## src/rtl/hazard_pkg.sv

```systemverilog
// hazard_pkg: shared state encoding, default widths and constants for hazard_stall_ctrl
package hazard_pkg;

    typedef enum logic [1:0] {
        IDLE,
        MEM_WAIT,
        ERROR
    } state_t;

    localparam int DEF_REG_W = 5;
    localparam int DEF_CNT_W = 16;
    localparam int ZERO_REG  = 0;

endpackage

```

## src/rtl/mem_wait_timer.sv

```systemverilog
// mem_wait_timer: counts consecutive memory wait cycles and flags the last allowed one
module mem_wait_timer #(
    parameter int MAX_WAIT = 15
) (
    input  logic clk,
    input  logic rst,
    input  logic w,
    input  logic clear,
    output logic expired
);

    localparam int CW = $clog2(MAX_WAIT + 1);

    logic [CW-1:0] wait_cnt;

    // Count while the wait persists; any cycle without a wait restarts from zero
    always_ff @(posedge clk) begin
        if (rst || clear || !w)
            wait_cnt <= '0;
        else
            wait_cnt <= wait_cnt + CW'(1);
    end

    assign expired = w && (wait_cnt == CW'(MAX_WAIT - 1));

endmodule

```

## src/rtl/hazard_stall_ctrl.sv

```systemverilog
// hazard_stall_ctrl: load-use / memory-wait / branch stall and flush control; STALL_CNT_EN builds the stall counter
module hazard_stall_ctrl
    import hazard_pkg::*;
#(
    parameter int REG_W    = DEF_REG_W,
    parameter int MAX_WAIT = 15,
    parameter int CNT_W    = DEF_CNT_W
) (
    input  logic             clk_i,
    input  logic             rst_i,
    input  logic             IDEX_MemRead_i,
    input  logic [REG_W-1:0] IDEX_Rt_i,
    input  logic [REG_W-1:0] IFID_Rs_i,
    input  logic [REG_W-1:0] IFID_Rt_i,
    input  logic             Branch_taken_i,
    input  logic             Mem_req_i,
    input  logic             Mem_ready_i,
    output logic             Hazard_o,
    output logic             PCWrite_o,
    output logic             IFIDWrite_o,
    output logic             IFFlush_o,
    output logic             Freeze_o,
    output logic             Timeout_o,
    output logic [CNT_W-1:0] StallCnt_o
);

    state_t state, next_state;
    logic   lu, w, expired;

    assign lu = IDEX_MemRead_i && (IDEX_Rt_i != REG_W'(ZERO_REG)) &&
                (IDEX_Rt_i == IFID_Rs_i || IDEX_Rt_i == IFID_Rt_i);
    assign w  = Mem_req_i && !Mem_ready_i;

    // The counter is parked while in ERROR so it cannot wrap
    mem_wait_timer #(.MAX_WAIT(MAX_WAIT)) u_timer (
        .clk     (clk_i),
        .rst     (rst_i),
        .w       (w),
        .clear   (state == ERROR),
        .expired (expired)
    );

    // State register
    always_ff @(posedge clk_i) begin
        if (rst_i)
            state <= IDLE;
        else
            state <= next_state;
    end

    // Next state and prioritised stall/flush controls
    always_comb begin
        next_state  = state;
        Hazard_o    = 1'b0;
        PCWrite_o   = 1'b1;
        IFIDWrite_o = 1'b1;
        IFFlush_o   = 1'b0;
        Freeze_o    = 1'b0;
        case (state)
            IDLE:     next_state = w ? MEM_WAIT : IDLE;
            MEM_WAIT: next_state = !w ? IDLE : (expired ? ERROR : MEM_WAIT);
            default:  next_state = ERROR;
        endcase
        if (rst_i) begin
            next_state  = IDLE;
            Hazard_o    = 1'b1;
            PCWrite_o   = 1'b0;
            IFIDWrite_o = 1'b0;
        end else if (state == ERROR || w) begin
            Freeze_o    = 1'b1;
            PCWrite_o   = 1'b0;
            IFIDWrite_o = 1'b0;
        end else if (lu) begin
            Hazard_o    = 1'b1;
            PCWrite_o   = 1'b0;
            IFIDWrite_o = 1'b0;
        end else if (Branch_taken_i) begin
            IFFlush_o   = 1'b1;
        end
    end

    assign Timeout_o = (state == ERROR);

`ifdef STALL_CNT_EN
    // Saturating count of cycles in which the PC is not advanced
    always_ff @(posedge clk_i) begin
        if (rst_i)
            StallCnt_o <= '0;
        else if (!PCWrite_o && StallCnt_o != '1)
            StallCnt_o <= StallCnt_o + CNT_W'(1);
    end
`else
    assign StallCnt_o = '0;
`endif

endmodule

```

## config.mk

```make
export PLATFORM = sky130hd
export DESIGN_NAME = hazard_stall_ctrl
export DESIGN_NICKNAME = d
export VERILOG_FILES = /design/src/rtl/hazard_pkg.sv /design/src/rtl/mem_wait_timer.sv /design/src/rtl/hazard_stall_ctrl.sv
export SDC_FILE = /design/constraint.sdc
export NUM_CORES = 1
export LEC_CHECK = 0
export CAP_MARGIN = 20
export CORE_MARGIN = 4
export CORE_UTILIZATION = 37
export CTS_BUF_LIST = sky130_fd_sc_hd__clkbuf_4
export DETAILED_ROUTE_END_ITERATION = 16
export GPL_ROUTABILITY_DRIVEN = 0
export PLACE_DENSITY = 0.87
export SLEW_MARGIN = 20
export SYNTH_ARGS = -nofsm -noshare
export SYNTH_HDL_FRONTEND = slang
export SYNTH_HIERARCHICAL = 1
export SYNTH_SLANG_ARGS = --single-unit
```

## constraint.sdc

```tcl
create_clock -name clk_i -period 4 [get_ports clk_i]
set_input_delay 0.8 -clock clk_i [delete_from_list [all_inputs] [get_ports clk_i]]
set_output_delay 0.8 -clock clk_i [all_outputs]
set_load 0.005 [all_outputs]
```

==> results of run 1 <==
==> layout make-up <==
type                    instances  area share [%]
multi-input cells              58            45.8
repair buffers                 26            32.9
flip-flops and latches          6            15.2
clock buffers                   3            2.84
well taps                      15            2.37
inverters                       2           0.948
==> cell families after synthesis <==
kind of cell,count (synthesis),share of synthesized area [%]
fa+ha+maj,2,4.45
compound gates,6,8.24
xor+xnor,11,17.1
other cells,1,0.668
mux,1,2.00
buf+inv,19,24.1
simple gates,22,22.0
flops,6,21.4
==> final timing paths <==
check	start	endpoint	slack (ps)	cells after the start
worst max register to register	state[1]$_SDFF_PP0_	u_timer/wait_cnt[3]$_SDFF_PP0_	2710	3
worst min register to register	state[1]$_SDFF_PP0_	state[0]$_SDFF_PP0_	450	1
worst min-delay path	state[1]$_SDFF_PP0_	state[0]$_SDFF_PP0_	450	1
worst max-delay path	IDEX_Rt_i[1]	IFFlush_o	430	5
==> critical path, cell delays in order <==
cell             delay (ps)
clkdlybuf4s50_1         470
or4_1                   540
o21a_1                  220
a211oi_2                220
clkdlybuf4s50_1         520
==> power groups by stage <==
stage          Combinational, mW  Clock [mW]  Sequential, mW
4_1_cts                   0.0535      0.0604          0.0617
5_1_grt                   0.0587      0.0619          0.0618
6_report                  0.0535      0.0570          0.0618
3_5_place_dp              0.0533           0          0.0629
2_1_floorplan             0.0342           0          0.0626
3_3_place_gp              0.0524           0          0.0627
==> sequential cells by signal, summed over array words and instances, names as in the netlist <==
| name | flops |
|---|---|
| u_timer/wait_cnt | 4 |
| state | 2 |
==> Yosys cell counts, drive strengths merged, types with 2 or more instances <==
cell and number:
nor2b 2, xnor2 11, ha 2, nand2 4
buf 17, nand3 3, dfxtp 6, nor2 6
inv 2
==> layer usage <==
layer | vias up | routed length, um | track usage [%]
met1 | 226 | 458 | 10.8
met3 | 2 | 214 | 4.60
met4 | 0 | 14 | 8.29
met2 | 30 | 615 | 20.9
li1 | 250 | - | -
met5 | - | 0 | 0
==> layout by cell type, fill, tap and decap left out, types with 2 or more instances in the layout <==
cell type	instances
inv_1	2
clkdlybuf4s50_1	26
nor2_1	6
dfxtp_1	6
nand2_1	4
nor2b_1	2
nand3_1	3
clkbuf_4	3
ha_1	2
xnor2_1	11
conb_1	16
==> results.md, run 1 <==
- final worst-path cycle share: 89.3%
- total power per unit cell area: 218 nW/um^2
- buffer depth of the longest clock path: 2
- core occupancy in the finished layout: 58.0%
- area of the die: 2210 um^2
- top area cells in the synthesized netlist: buf_4, dfxtp_1, xnor2_1
- core area: 1370 um^2
- Final Critical Period: 3570 ps
- first-pass GRT wire length: 1810 um
- startpoint kind of the worst setup timing path: input port
- CTS Root Cell: clkbuf_4
- status: finished clean
- number of setup violations in the final report: 0
- Clock power frac: 33.1%
- Area Growth Syn to Fin: 41.0%
- fraction of final layout cells with drive strength greater than 1: 6.32%
- post-CTS sizing: 0
- final setup margin: 428 ps
- total of fill cells in the finished design: 121
- number of DRC violations after detailed routing: 0
- number of design-rule violations left by the first detailed-router iteration: 7
- number of hold buffers added after CTS: 0
- number of library cell types mapped by synthesis: 24
- endpoints failing hold: 0
- global-route usage over all layers: 11.7%
- Max Freq: 280 MHz
- Worst Skew: 4.14 ps
- clock edge transition at the registers on the reported setup and hold paths: 50 ps
- crit end category: output port
- overall die width: 47.0 um
- starting density of the core: 41.1%
- power after layout: 172 uW
- residual overflow from global routing: 0
- CTS tree: built
- share of synthesized area occupied by flip-flops and latches: 21.4%
- Routed Antenna Nets: 0
- number of levels in the clock H-tree: 1
- vias in the first global route: 453
- Setup TNS Final: 0 ps
- maximum number of pins on one net before global-route repair: 9
- worst slack after detailed placement: 435 ps
- most used flip-flop cell after synthesis: dfxtp_1
- CP arrival: 2770 ps
- maximum VDD drop: 0.000145 V
- Synth Area per Inst: 8.26 um^2
- combinational share of power: 31.0%
- total via count in the routed design: 508
- first-pass detailed-route iteration total: 3
- Cell Area, Synth: 562 um^2
- switching power: 44.2 uW
- half-perimeter wire length after placement: 1100 um
- hold slack: 445 ps
- Crit Path Max Fanout: 3
- cell count after synthesis: 68
- async set-reset flop share out of synthesis: 0%
- total placed cells including tap cells: 107
- multi-input logic area: 363 um^2
- Final Max Slew Viols: 0
- number of inserted diodes: 0
- total wire length after detailed routing: 1300 um
- setup repair after global routing missed its margin: no
- Layout Cells excl Fill: 110
- cell type with the largest total area after synthesis: buf_4
- part of the power in registers: 35.9%
- type of the most critical hold path: reg -> reg
- final design area excluding fillers: 792 um^2
- max_cap viols: 0
- number of synthesized flops with an enable pin: 0
- net total in the final layout: 120
- Internal Power: 128 uW
- insertion delay to the later sink of the worst-skew pair: 250 ps
- WL/cell: 11.9 um
- setup fix buffers added after clock tree synthesis: 0
- data required time of the worst path: 3200 ps
- share of the synthesized area in the top cell type: 22.7%
- initial antenna violation count: 0
- die height: 47.0 um
- CTS sink cnt: 6
- CP Class: in -> out
- number of warnings printed during yosys synthesis: 6
- quantity of I/O buffers inserted on ports: 26
- Placement Rows: 13
- FF+latch area: 120 um^2
- flop and latch count out of synthesis: 6
- boundary pin count: 43
- number of vias per cell after detailed routing: 4.62
- total cell area at the placement stage: 769 um^2
- switching fraction of total power: 25.6%
- TritonCTS buffer count: 3
- leakage power: 0.320 nW
No activity file was read; power rests on OpenSTA's default activity.
==> run 2: changes to the inputs <==
- SLEW_MARGIN: 20 -> 40
==> results of run 2 <==
Final layout, timing and power as in run 1 (identical DEF).
